**src/rtl/nota_pkg.sv**
```systemverilog
// -----------------------------------------------------------------------------
// nota_pkg
// Shared definitions for the note/ok interface, used by the note sequence
// generator and by the adjective/adverb recognizer.
//   - note codes     : INVAL1, INVAL2, LA_BAIXO, SI_BAIXO, DO_ALTO, RE_ALTO, TERM
//   - tipo codes     : ERRO, ADJETIVO, ADJ_COMPA, ADVERBIO
//   - seq_state_t    : generator FSM state encoding
//   - raiz_invalid() : true for the two codes that can never be a root note
// -----------------------------------------------------------------------------
package nota_pkg;

   localparam logic [3:0] INVAL1   = 4'b0000;
   localparam logic [3:0] INVAL2   = 4'b1000;
   localparam logic [3:0] LA_BAIXO = 4'b1110;
   localparam logic [3:0] SI_BAIXO = 4'b1111;
   localparam logic [3:0] DO_ALTO  = 4'b0001;
   localparam logic [3:0] RE_ALTO  = 4'b0010;
   localparam logic [3:0] TERM     = 4'b0000;

   localparam logic [1:0] ERRO      = 2'b00;
   localparam logic [1:0] ADJETIVO  = 2'b01;
   localparam logic [1:0] ADJ_COMPA = 2'b10;
   localparam logic [1:0] ADVERBIO  = 2'b11;

   typedef enum logic [2:0] {
      S_IDLE = 3'd0,
      S_RRST = 3'd1,
      S_NOTE = 3'd2,
      S_GAP  = 3'd3,
      S_DONE = 3'd4
   } seq_state_t;

   function automatic logic raiz_invalid(input logic [3:0] n);
      return (n == INVAL1) || (n == INVAL2);
   endfunction

endpackage

```
**src/rtl/note_seq_rom.sv**
```systemverilog
// -----------------------------------------------------------------------------
// note_seq_rom
// Purely combinational sequence table: maps a word class, branch and two root
// notes to the note at position idx, plus the index of the final note.
// Ports:
//   tipo     in  2  word class (ERRO/ADJETIVO/ADJ_COMPA/ADVERBIO)
//   variante in  1  0 = laBaixo branch, 1 = siBaixo branch
//   r0, r1   in  4  root notes
//   idx      in  3  position in the sequence
//   nota     out 4  note at position idx (TERM past the end)
//   last_idx out 3  index of the final (TERM) note
// -----------------------------------------------------------------------------
module note_seq_rom
   import nota_pkg::*;
(
   input  logic [1:0] tipo,
   input  logic       variante,
   input  logic [3:0] r0,
   input  logic [3:0] r1,
   input  logic [2:0] idx,
   output logic [3:0] nota,
   output logic [2:0] last_idx
);

   // last_idx depends on the class only; kept in its own process so the
   // FSM can use it without forming a loop through the note lookup.
   always_comb begin
      last_idx = 3'd4;
      case (tipo)
         ERRO:     last_idx = 3'd0;
         ADJETIVO: last_idx = 3'd3;
         default:  last_idx = 3'd4;
      endcase
   end

   always_comb begin
      nota = TERM;
      case (tipo)
         ADJETIVO: begin
            case (idx)
               3'd0:    nota = r0;
               3'd1:    nota = r1;
               3'd2:    nota = variante ? SI_BAIXO : LA_BAIXO;
               default: nota = TERM;
            endcase
         end
         ADJ_COMPA: begin
            case (idx)
               3'd0:    nota = r0;
               3'd1:    nota = r1;
               3'd2:    nota = variante ? SI_BAIXO : LA_BAIXO;
               3'd3:    nota = variante ? RE_ALTO : DO_ALTO;
               default: nota = TERM;
            endcase
         end
         ADVERBIO: begin
            case (idx)
               3'd0:    nota = r0;
               3'd1:    nota = r1;
               3'd2:    nota = LA_BAIXO;
               3'd3:    nota = SI_BAIXO;
               default: nota = TERM;
            endcase
         end
         default: nota = TERM;
      endcase
   end

endmodule

```
**src/rtl/note_seq_gen.sv**
```systemverilog
// -----------------------------------------------------------------------------
// note_seq_gen
// Transmit side of the note/ok interface. On start it captures a word class
// and two root notes and emits the note sequence the recognizer classifies as
// that class, one note per ok strobe, each followed by OK_GAP idle cycles.
//
// Handshake: start is a level request sampled only in IDLE; a request is
// accepted on the edge where state is IDLE and start=1. ok is a one-cycle
// strobe qualifying nota; nota holds through the strobe and the following gap.
//
// Optional feature macro: SEQ_RESET_EN -- inserts an RRST state that pulses
// rec_reset for one cycle before the first note (latency 2 instead of 1).
//
// Ports:
//   clock, reset  in   clock; asynchronous active-high reset
//   start         in   1  request (sampled in IDLE)
//   tipo_in       in   2  requested word class
//   variante      in   1  laBaixo (0) / siBaixo (1) branch
//   raiz0, raiz1  in   4  root notes, captured at accept
//   nota          out  4  note presented to the recognizer
//   ok            out  1  note strobe
//   busy          out  1  sequence in progress (RRST..DONE)
//   done          out  1  one-cycle completion pulse
//   raiz_err      out  1  one-cycle reject pulse (invalid root)
//   rec_reset     out  1  recognizer reset pulse (0 unless SEQ_RESET_EN)
//   dbg_state     out  3  current FSM state (seq_state_t encoding)
// Parameter: OK_GAP (1..15) idle cycles after each ok.
// -----------------------------------------------------------------------------
module note_seq_gen
   import nota_pkg::*;
#(
   parameter int unsigned OK_GAP = 2
)(
   input  logic       clock,
   input  logic       reset,
   input  logic       start,
   input  logic [1:0] tipo_in,
   input  logic       variante,
   input  logic [3:0] raiz0,
   input  logic [3:0] raiz1,
   output logic [3:0] nota,
   output logic       ok,
   output logic       busy,
   output logic       done,
   output logic       raiz_err,
   output logic       rec_reset,
   output logic [2:0] dbg_state
);

   localparam logic [3:0] GAP_LAST = 4'(OK_GAP - 1);

`ifdef SEQ_RESET_EN
   localparam seq_state_t FIRST_STATE = S_RRST;
`else
   localparam seq_state_t FIRST_STATE = S_NOTE;
`endif

   seq_state_t state_q, state_d;
   logic [2:0] idx_q, idx_d;
   logic [3:0] gap_q, gap_d;
   logic [1:0] tipo_q, tipo_d;
   logic       var_q, var_d;
   logic [3:0] r0_q, r0_d;
   logic [3:0] r1_q, r1_d;
   logic [3:0] nota_q, nota_d;
   logic       ok_q, ok_d;
   logic       busy_q, busy_d;
   logic       done_q, done_d;
   logic       raiz_err_q, raiz_err_d;
   logic       rec_reset_d;

   logic       accept;
   logic       raiz_bad;
   logic [3:0] rom_nota;
   logic [2:0] last_idx;

   // Capture of the request. The table is looked up with the *next* request
   // fields so the first note is ready on the accept edge.
   always_comb begin
      accept   = (state_q == S_IDLE) && start;
      raiz_bad = 1'b0;
      tipo_d   = tipo_q;
      var_d    = var_q;
      r0_d     = r0_q;
      r1_d     = r1_q;
      if (accept) begin
         tipo_d   = tipo_in;
         var_d    = variante;
         r0_d     = raiz0;
         r1_d     = raiz1;
         // erro sends only the terminator, so its roots are never checked
         raiz_bad = (tipo_in != ERRO) && (raiz_invalid(raiz0) || raiz_invalid(raiz1));
      end
   end

   note_seq_rom u_rom (
      .tipo     (tipo_d),
      .variante (var_d),
      .r0       (r0_d),
      .r1       (r1_d),
      .idx      (idx_d),
      .nota     (rom_nota),
      .last_idx (last_idx)
   );

   // Next-state logic
   always_comb begin
      state_d    = state_q;
      idx_d      = idx_q;
      gap_d      = gap_q;
      raiz_err_d = 1'b0;
      case (state_q)
         S_IDLE: begin
            if (accept) begin
               idx_d = 3'd0;
               if (raiz_bad) raiz_err_d = 1'b1;
               else          state_d    = FIRST_STATE;
            end
         end
         S_RRST: state_d = S_NOTE;
         S_NOTE: begin
            state_d = S_GAP;
            gap_d   = 4'd0;
         end
         S_GAP: begin
            if (gap_q == GAP_LAST) begin
               if (idx_q == last_idx) begin
                  state_d = S_DONE;
               end else begin
                  idx_d   = idx_q + 3'd1;
                  state_d = S_NOTE;
               end
            end else begin
               gap_d = gap_q + 4'd1;
            end
         end
         S_DONE:  state_d = S_IDLE;
         default: state_d = S_IDLE;
      endcase
   end

   // Outputs are registered and decoded from the state being entered, so
   // nota only changes on the edge that enters NOTE (or clears on DONE/IDLE).
   always_comb begin
      ok_d        = (state_d == S_NOTE);
      done_d      = (state_d == S_DONE);
      busy_d      = (state_d != S_IDLE);
      rec_reset_d = (state_d == S_RRST);
      nota_d      = TERM;
      case (state_d)
         S_NOTE:         nota_d = rom_nota;
         S_GAP, S_RRST:  nota_d = nota_q;
         default:        nota_d = TERM;
      endcase
   end

   always_ff @(posedge clock or posedge reset) begin
      if (reset) begin
         state_q    <= S_IDLE;
         idx_q      <= 3'd0;
         gap_q      <= 4'd0;
         tipo_q     <= ERRO;
         var_q      <= 1'b0;
         r0_q       <= 4'd0;
         r1_q       <= 4'd0;
         nota_q     <= TERM;
         ok_q       <= 1'b0;
         busy_q     <= 1'b0;
         done_q     <= 1'b0;
         raiz_err_q <= 1'b0;
      end else begin
         state_q    <= state_d;
         idx_q      <= idx_d;
         gap_q      <= gap_d;
         tipo_q     <= tipo_d;
         var_q      <= var_d;
         r0_q       <= r0_d;
         r1_q       <= r1_d;
         nota_q     <= nota_d;
         ok_q       <= ok_d;
         busy_q     <= busy_d;
         done_q     <= done_d;
         raiz_err_q <= raiz_err_d;
      end
   end

`ifdef SEQ_RESET_EN
   logic rec_reset_q;
   always_ff @(posedge clock or posedge reset) begin
      if (reset) rec_reset_q <= 1'b0;
      else       rec_reset_q <= rec_reset_d;
   end
   assign rec_reset = rec_reset_q;
`else
   // RRST is never entered, so rec_reset_d is always 0 here
   logic unused_rec_reset;
   assign unused_rec_reset = rec_reset_d;
   assign rec_reset        = 1'b0;
`endif

   assign nota      = nota_q;
   assign ok        = ok_q;
   assign busy      = busy_q;
   assign done      = done_q;
   assign raiz_err  = raiz_err_q;
   assign dbg_state = state_q;

endmodule
```
**config.mk**
```make
export PLATFORM = sky130hd
export DESIGN_NAME = note_seq_gen
export DESIGN_NICKNAME = d
export VERILOG_FILES = /design/src/rtl/nota_pkg.sv /design/src/rtl/note_seq_rom.sv /design/src/rtl/note_seq_gen.sv
export SDC_FILE = /design/constraint.sdc
export NUM_CORES = 1
export LEC_CHECK = 0
export CAP_MARGIN = 25
export CORE_MARGIN = 4
export CORE_UTILIZATION = 30
export DETAILED_ROUTE_END_ITERATION = 6
export GPL_TIMING_DRIVEN = 0
export PLACE_DENSITY_LB_ADDON = 0.25
export RECOVER_POWER = 100
export REMOVE_ABC_BUFFERS = 1
export SETUP_SLACK_MARGIN = 0.05
export SYNTH_ARGS = -nofsm -noshare
export SYNTH_HDL_FRONTEND = slang
export SYNTH_SLANG_ARGS = --single-unit
```
**constraint.sdc**
```tcl
create_clock -name clock -period 5.24 [get_ports clock]
set_clock_uncertainty 0.15 [all_clocks]
set_input_delay 1.572 -clock clock [delete_from_list [all_inputs] [get_ports clock]]
set_output_delay 1.572 -clock clock [all_outputs]
set_load 0.03 [all_outputs]
```
==> flow_summary_export.csv <==
group,metric,value,unit
setup_path,cp-start-kind,"primary input",
synthesis,syn_area,0.001644,mm^2
floorplan,die_w,82.03,um
sta,hold_violations,0,
sta,rsz0062_at_grt,"false",
detailed_routing,vias_per_cell,4.984,
setup_path,cp-end-kind,"register",
sta,timing.final.crit_share,0.8932,
global_routing,grtUsageMet2,0.1931,
hold_path,hold_class,"reg -> reg",
detailed_routing,vias,1256,
synthesis,avgSynthCellArea,10.82,um^2
global_routing,grt_max_degree,19,
cts,hold_buffers,0,
sta,totalNegativeSetupSlack,0,ns
cells_and_area,layout-drive-gt1-share,0.1429,
cells_and_area,final_core_util,0.3923,
pwr,power,1.237,mW
floorplan,start_util,0.3159,
sta,whs,0.3420,ns
sta,slew_viol_final,0,
floorplan,core,0.005205,mm^2
floorplan,die_h,82.03,um
global_routing,grt_antenna_before_repair,0,
run,max_cap_viol_count,0,
pwr,p_per_area,605.9,mW/mm^2
global_routing,use_met3,0.03399,
cts,ctsResizeCount,0,
setup_path,crit_family,"buffers and inverters",
global_routing,grt_pass1_wl,6210,um
pwr,vdd_ir_drop_max,0.0002563,V
synthesis,ys_seq_area_frac,0.4414,
cells_and_area,n_antenna_cell,0,
placement,dp.final_hpwl,2757,um
detailed_routing,drc,0,
pwr,p_leak,0.8726,nW
setup_path,critical_path.max_stage_delay,0.55,ns
global_routing,grtUsageTotal,0.1215,
setup_path,crit_type,"in -> reg",
synthesis,synth-edff-count,0,
synthesis,ys_warn_count,0,
cells_and_area,final_cells,252,
setup_path,crit_cells,9,
floorplan,die_area,0.006729,mm^2
setup_path,path_buf_inv,3,
placement,dp_cells,244,
synthesis,ys.flop_type,"dfrtp_1",
cts,cts_tree,"done",
detailed_routing,wl_per_cell,14.41,um
sta,tightest_slew,0.9974,ns
sta,max_freq,0.2137,GHz
floorplan,io_pins,26,
setup_path,path_cells,"dlygate4sd3_1, nor4b_4, buf_6, mux2i_1, o211ai_4, a311oi_4, inv_1, and3_1, a221o_1",
synthesis,synth_top_cell_area_share,0.4414,
detailed_routing,drt_pass1_iterations,4,
setup_path,crit_arrival,4.69,ns
cts,cts.sinks,29,
synthesis,synth_cell_type_count,51,
global_routing,met1_usage,0.1563,
global_routing,grt_overflow,0,
global_routing,grt_pass1_vias,1327,
placement,place_congestion,0.8672,
sta,slew-limit-headroom,0.3351,
setup_path,cpMaxStageDelayCell,"dlygate4sd3_1",
cells_and_area,fillers,521,
setup_path,cp.required,5.25,ns
cts,cts_inserted_buffers,5,
cts,clk_pin_slew,0.07,ns
cts,post_cts_buffers,0,
synthesis,ys_seq_elements,29,
synthesis,netlist_instances,152,
global_routing,busiest_layer,"met2",
synthesis,synthArstFlopShare,1.000,
setup_path,reg2regPathDepth,8,
synthesis,synth_top_cells_by_area,"dfrtp_1 (44%), mux2_2 (7.5%), nor2_1 (3.0%)",
floorplan,rows,26,
cells_and_area,syn_to_final_growth,24.20,%
detailed_routing,drt_iter0_drc,59,
sta,fin_crit,4.680,ns
sta,setup_viol_count_final,0,
placement,io_buffers,24,
cts,cts.htree.levels,2,
detailed_routing,ant_nets,0,
hold_path,holdPathStages,1,
cts,cts_root_buffer,"clkbuf_8",
detailed_routing,wl,3632,um
cts,insertion_delay,0.28,ns
setup_path,critPathMaxFanout,15,
status,status,"complete, no violations",
synthesis,yosysTopAreaCell,"dfrtp_1",
cts,clockBufferDepth,2,
cells_and_area,fin_nets,198,
[layer usage]
layer | vias to the layer above | part of all wire
li1 | 617 | -
met1 | 618 | 0.45
met2 | 17 | 0.50
met3 | 4 | 0.037
met4 | 0 | 0.013
met5 | - | 0
[power by group]
| group | leakage [nW] | total [mW] | internal [mW] | switching, mW |
|---|---|---|---|---|
| Clock | 0.0542 | 0.202 | 0.118 | 0.0840 |
| Sequential | 0.364 | 0.392 | 0.314 | 0.0782 |
| Combinational | 0.455 | 0.643 | 0.259 | 0.384 |
[layout make-up]
class                           count  area, um^2  area share
Multi-Input combinational cell    111       842.1      0.4124
Sequential cell                    29       725.7      0.3554
Timing Repair Buffer               26       255.2      0.1250
Clock buffer                        7       96.34     0.04718
Tap cell                           70       87.58     0.04289
Inverter                            8       30.03     0.01471
Clock inverter                      1       5.005    0.002451
[cells in the mapped netlist (3+ instances only)]
cell type  count
mux2_2        11
and2_1         3
a22o_1         3
ha_1           3
nand3_1        7
nor3b_1        3
nor2_1        13
dfrtp_1       29
a211oi_1       3
a21oi_1        6
o21ai_0        6
mux2i_1        3
nand2_1        6
inv_1          6
nor3_1         7
[through the flow]
step,setup WS (ns),instance area [um^2]
after detailed placement,0.5242,1982
after floorplan,1.008,1615
after CTS,0.7988,2083
after global placement,0.09419,1943
after global routing,0.3876,2042
final,0.5596,2042
[path summary, 6_finish.rpt]
path	slack (ns)	startpoint	endpoint
min in group asynchronous	1.59	reset	dbg_state[2]
hold reg to reg	0.34	r1_q[1]	r1_q[1]
hold / removal	0.34	r1_q[1]	r1_q[1]
setup reg to reg	1.84	dbg_state[0]	nota[2]
max in group asynchronous	2.10	reset	tipo_q[1]
setup / recovery	0.56	start	nota[2]
[sequential cells by signal (all words and copies together) (netlist names)]
| register | count |
|---|---|
| gap_q | 4 |
| nota | 4 |
| r0_q | 4 |
| r1_q | 4 |
| dbg_state | 3 |
| idx_q | 3 |
| tipo_q | 2 |
| busy | 1 |
| done | 1 |
| ok | 1 |
| raiz_err | 1 |
| var_q | 1 |
[cells in the final DEF (no fill, tap or decap), types with 2 or more instances in the layout]
master	count
mux2_2	5
and3_1	2
mux2_1	6
a211oi_1	3
clkdlybuf4s50_1	10
and2_0	2
nand2b_1	2
nand2_1	6
nor4bb_1	2
nor2b_1	2
a21o_1	2
mux2i_1	4
a21oi_1	6
a22o_1	3
nor3_1	7
nor3b_1	3
nand3_1	7
dlygate4sd3_1	14
nor2_1	13
o31ai_1	2
inv_1	7
dfrtp_1	29
clkbuf_8	7
ha_1	3
o21ai_0	6
[logic make-up after synthesis]
kind of cell,synth area share
adders and majority gates,0.02968
and+or+nand+nor,0.2001
DFF,0.4414
AOI/OAI and AO/OA,0.1743
other,0.002281
muxes,0.1164
buffers and inverters,0.03577
Power figures use the tool's default switching activity.
